**src/rtl/lds_pkg.sv**
```systemverilog
// Shared definitions for the low-discrepancy sequence blocks: state encoding,
// default datapath width and a constant integer power helper.
package lds_pkg;

    localparam int LDS_WIDTH = 32;

    typedef enum logic [1:0] {
        IDLE = 2'd0,
        CALC = 2'd1,
        DONE = 2'd2
    } vdc_state_t;

    // Evaluated at elaboration only; 64 bits holds BASE^SCALE for any WIDTH <= 63.
    function automatic logic [63:0] ipow(input int base, input int exp);
        logic [63:0] r;
        r = 64'd1;
        for (int i = 0; i < exp; i++) begin
            r = r * 64'(base);
        end
        return r;
    endfunction

endpackage

```
**src/rtl/vdcorput_seq.sv**
```systemverilog
// Iterative integer van der Corput engine: one radical-inverse value per pop,
// one base-BASE digit resolved per clock, most significant weight first.
module vdcorput_seq
    import lds_pkg::*;
#(
    parameter int BASE  = 2,
    parameter int SCALE = 10,
    parameter int WIDTH = LDS_WIDTH
) (
    input  logic             clk,
    input  logic             rst_n,
    input  logic             pop_enable,
    input  logic             reseed_enable,
    input  logic [WIDTH-1:0] seed,
    output logic             busy,
    output logic             valid,
    output logic [WIDTH-1:0] vdc_out
);

    localparam int               IDXW     = (SCALE > 1) ? $clog2(SCALE) : 1;
    localparam logic [WIDTH-1:0] BASE_W   = WIDTH'(BASE);
    localparam logic [IDXW-1:0]  IDX_LAST = IDXW'(SCALE - 1);

    if (BASE < 2 || BASE > 16) begin : g_bad_base
        $error("vdcorput_seq: BASE must lie in 2..16");
    end
    if (WIDTH < 64 && ipow(BASE, SCALE) > (64'd1 << WIDTH)) begin : g_bad_scale
        $error("vdcorput_seq: BASE**SCALE does not fit in WIDTH bits");
    end

    // Digit weights BASE^(SCALE-1-i), fixed at elaboration.
    logic [WIDTH-1:0] pow [SCALE];
    for (genvar i = 0; i < SCALE; i++) begin : g_pow
        assign pow[i] = WIDTH'(ipow(BASE, SCALE - 1 - i));
    end

    vdc_state_t       state;
    vdc_state_t       state_nxt;
    logic [WIDTH-1:0] count;
    logic [WIDTH-1:0] rem;
    logic [WIDTH-1:0] rem_nxt;
    logic [WIDTH-1:0] digit;
    logic [WIDTH-1:0] acc;
    logic [IDXW-1:0]  idx;
    logic             start;

    // A pop is taken only from a fully quiet engine: IDLE with no valid pulse showing.
    assign busy  = (state != IDLE) || valid;
    assign start = (state == IDLE) && !valid && pop_enable && !reseed_enable;

    always_ff @(posedge clk or negedge rst_n) begin
        if (!rst_n) begin
            state <= IDLE;
        end else begin
            state <= state_nxt;
        end
    end

    always_comb begin
        state_nxt = state;
        rem_nxt   = rem / BASE_W;
        digit     = rem % BASE_W;
        case (state)
            IDLE: if (start) state_nxt = CALC;
            CALC: if (rem_nxt == '0 || idx == IDX_LAST) state_nxt = DONE;
            DONE: state_nxt = IDLE;
            default: state_nxt = IDLE;
        endcase
        if (reseed_enable) state_nxt = IDLE;
    end

    always_ff @(posedge clk or negedge rst_n) begin
        if (!rst_n) begin
            count   <= '0;
            rem     <= '0;
            acc     <= '0;
            idx     <= '0;
            vdc_out <= '0;
            valid   <= 1'b0;
        end else begin
            valid <= 1'b0;
            if (reseed_enable) begin
                count <= seed;
            end else begin
                case (state)
                    IDLE: begin
                        if (start) begin
                            count <= count + 1'b1;
                            rem   <= count + 1'b1;
                            acc   <= '0;
                            idx   <= '0;
                        end
                    end
                    CALC: begin
                        acc <= acc + digit * pow[idx];
                        rem <= rem_nxt;
                        idx <= idx + 1'b1;
                    end
                    DONE: begin
                        vdc_out <= acc;
                        valid   <= 1'b1;
                    end
                    default: ;
                endcase
            end
        end
    end

endmodule

```
**config.mk**
```make
export PLATFORM = sky130hd
export DESIGN_NAME = vdcorput_seq
export DESIGN_NICKNAME = d
export VERILOG_FILES = /design/src/rtl/lds_pkg.sv /design/src/rtl/vdcorput_seq.sv
export SDC_FILE = /design/constraint.sdc
export NUM_CORES = 1
export LEC_CHECK = 0
export BUFFER_PORTS_ARGS = -buffer_cell sky130_fd_sc_hd__buf_2
export CAP_MARGIN = 20
export CORE_ASPECT_RATIO = 1.5
export CORE_MARGIN = 10
export CORE_UTILIZATION = 60
export CTS_CLUSTER_SIZE = 25
export DETAILED_ROUTE_END_ITERATION = 12
export GPL_ROUTABILITY_DRIVEN = 0
export HOLD_SLACK_MARGIN = 0.1
export PLACE_DENSITY = 0.81
export SLEW_MARGIN = 20
export SYNTH_ARGS = -nofsm -noshare
export SYNTH_HDL_FRONTEND = slang
export SYNTH_SLANG_ARGS = --single-unit
```
**constraint.sdc**
```tcl
create_clock -name clk -period 3.5 [get_ports clk]
set_input_delay 0.175 -clock clk [delete_from_list [all_inputs] [get_ports clk]]
set_output_delay 0.175 -clock clk [all_outputs]
set_load 0.03 [all_outputs]
```
==> out/metrics.csv <==
stage,metric,value,unit
run_status,status,finished clean,
power_and_ir_drop,Pwr Total,4.48,mW
worst_setup_path,CP max FO,11,
layout,final-layout fill cell count,789,
drt,# DRC,0,
clock_network,htree depth,4,
global_routing,vias in the first global route,6192,
layout,Reg area,3380,sq um
clock_network,CTS Buf Count,17,
timing,final setup fails,0,
synthesis,cell taking the most area after synthesis,dfrtp_1,
synthesis,Syn Nets,776,
placement,IO Port Bufs,69,
timing,unrepaired setup endpoints after global routing,no,
layout,layout cells sized above 1,19.9,%
synthesis,Syn Area/Cell,9.94,sq um
layout,antenna cells,0,
clock_network,clk_lat worst skew,420,ps
drt,DRT antenna net count,0,
worst_setup_path,Critical Path RT,3810,ps
run,max-cap violations,0,
timing,period utilization,90.9,%
timing,top achievable clock speed,314,MHz
power_and_ir_drop,P per Cell Area,524,nW/um^2
drt,post-DR wirelength/cell,17.8,um
synthesis,share of synthesized registers carrying an async set or reset,100,%
drt,via/cell ratio,6.06,
layout,Multi-input gate area,3590,sq um
timing,min Tclk post-route,3180,ps
clock_network,Clock Tree Buf Depth,2,
timing,Slew Limit Fails,0,
synthesis,"top cells by area, synth","dfrtp_1 (47%), xnor2_1 (5.5%), xor2_1 (5.4%), mux2_2 (5.0%), nand2_1 (4.4%)",
power_and_ir_drop,static leakage,3.76,nW
clock_network,Post-CTS Resized,0,
layout,final net count,869,
synthesis,Gate Count Post-Synth,722,
global_routing,grt ovf,0,
clock_network,CTS tree,built,
timing,setup TNS,0,ps
synthesis,Main synth FF type,dfrtp_1,
timing,Worst Max-Slew Pin Slew,1020,ps
worst_setup_path,Worst Setup Start Kind,flop,
clock_network,CTS sink count,135,
floorplan,Die Area,16800,sq um
floorplan,die height,154,um
synthesis,Mapped Area,7170,sq um
timing,Max-slew headroom,31.8,%
hold_path,Min-Delay Path Class,in -> reg,
worst_setup_path,CP Class,reg -> reg,
floorplan,Ports,70,
timing,endpoints failing hold,0,
floorplan,Starting Density,61.9,%
placement,dpl hpwl,11300,um
clock_network,Clock transition at path regs,60,ps
drt,vias after detailed routing,5915,
drt,drt first pass iters,5,
power_and_ir_drop,VDD IR max,0.399,mV
drt,drt initial violations,386,
timing,clk_skew,7.05,ps
synthesis,Yosys Warn Count,0,
floorplan,Chip Width,109,um
synthesis,sequential-to-total area share from yosys stat,47.1,%
synthesis,Post-synth EDFFs,0,
global_routing,GRT Total Usage,21.6,%
global_routing,initial antenna violation count,0,
global_routing,first-pass GRT wire length,29500,um
clock_network,Post-CTS Setup Repair Bufs,0,
layout,area delta synth->final,19.1,%
floorplan,row count,48,
clock_network,CTS Root Cell,clkbuf_16,
worst_setup_path,Arrival @ worst endpoint,3490,ps
floorplan,core area,11600,sq um
synthesis,number of synthesized register bits,135,
synthesis,Unique masters post-synth,55,
worst_setup_path,Worst setup EP type,flop,
synthesis,top cell type's share of synthesized area,47.1,%
drt,Total Wirelength,17400,um
global_routing,largest net degree at the start of global routing,73,
path summary, 6_finish.rpt:
kind / from / end / slack (ps) / cells after the start
max: idx[0] / acc[18] / 320 / 11
min: reseed_enable / count[31] / 220 / 3
min reg2reg: vdc_out[1] / vdc_out[1] / 500 / 1
max reg2reg: idx[0] / acc[18] / 320 / 11
min in group asynchronous: rst_n / vdc_out[5] / 430 / 2
max in group asynchronous: rst_n / vdc_out[19] / 2230 / 3
layout by cell type, fill, tap and decap left out, drive strengths merged, types with 3 or more instances in the layout:
cell type and n:
buf 83, a2111oi 9, dfrtp 135, and3 9, xnor2 45, clkinvlp 3
inv 12, a21oi 10, nand3 35, and4 3, clkinv 4, nor2 54
nand2b 4, xor2 44, clkbuf 21, mux2 32, nor3 11, a22oi 30
a211oi 11, dlygate4sd3 33, nand4 17, o21ai 75, nor4 10, or2 4
nand2 84, ha 17
synth_stat cells, drive strengths merged, types with 2 or more instances:
master	number
a21oi	10
inv	12
nor3	11
and3	9
or2	4
nor4	10
o21ai	75
buf	8
nand2	84
ha	17
a22o	2
and4	3
xor2	44
a31oi	2
nand4	17
xnor2	45
nand3	35
nand2b	4
dfrtp	135
a221oi	2
a211oi	11
mux2	32
clkbuf	34
o21a	2
a2111oi	9
a22oi	30
or4b	2
nor2	54
mux2i	2
and2	2
and3b	2
kinds of logic (layout without fill, tap and decap cells):
group           count (synthesis)  in the layout  share of synthesized area (%)
simple gates                  240            240                           16.3
mux                            34             34                           5.30
xor+xnor                       89             89                           10.9
compound gates                152            152                           14.2
buf+inv                        54            158                           3.00
fa+ha+maj                      18             18                           3.24
flops                         135            135                           47.1
repair_timing:
item	CTS	global route
hold buffers	33	0
endpoints found under the setup margin	0	0
hold endpoints to repair	101	0
critical path: stages (launching register included):
cell and delay [ps]:
dfrtp_1 450, ha_1 270, ha_1 210, and3b_1 190, ha_1 370, a21oi_1 150, o211ai_1 220, a221oi_1 110
buf_4 210, a2111oi_2 520, a31oi_1 170, o21a_1 200
per-stage QoR:
stage | setup slack (ps) | util (%) | cell area [sq um] | hold slack (ps) | std cells
2_1_floorplan | 811 | - | 7170 | -121 | 722
3_3_place_gp | 630 | 66.0 | 7650 | 341 | 913
3_5_place_dp | 465 | 66.0 | 7650 | 356 | 913
4_1_cts | 388 | 73.7 | 8550 | 212 | 976
5_1_grt | 198 | 73.7 | 8550 | 269 | 976
6_report | 319 | 73.7 | 8550 | 221 | 976
sequential cells by signal, indices dropped and copies added (netlist names):
name,flops
acc,32
count,32
idx,4
rem,32
state,2
valid,1
vdc_out,32
area by class of cell:
type,count,share of cell area [%]
inverter,12,0.527
clock inverter,9,1.20
timing repair buffer,116,9.17
clock buffer,21,5.39
sequential,135,39.5
multi-input combinational,533,42.0
tap,150,2.20
power breakdown:
part | switching, mW | internal (mW) | total (mW)
clock network | 0.644 | 1.07 | 1.71
logic | 0.448 | 0.326 | 0.774
registers | 0.226 | 1.77 | 1.99
total | 1.32 | 3.16 | 4.48
per-layer routing:
layer  share of wire (%)  track usage [%]  vias up
met4                 3.4             10.8        0
met3                 5.7             5.61       58
met1                  37             22.9     2895
li1                    -                -     2737
met2                  54             37.9      225
met5                   0                0        -
No activity file was read; power rests on OpenSTA's default activity.
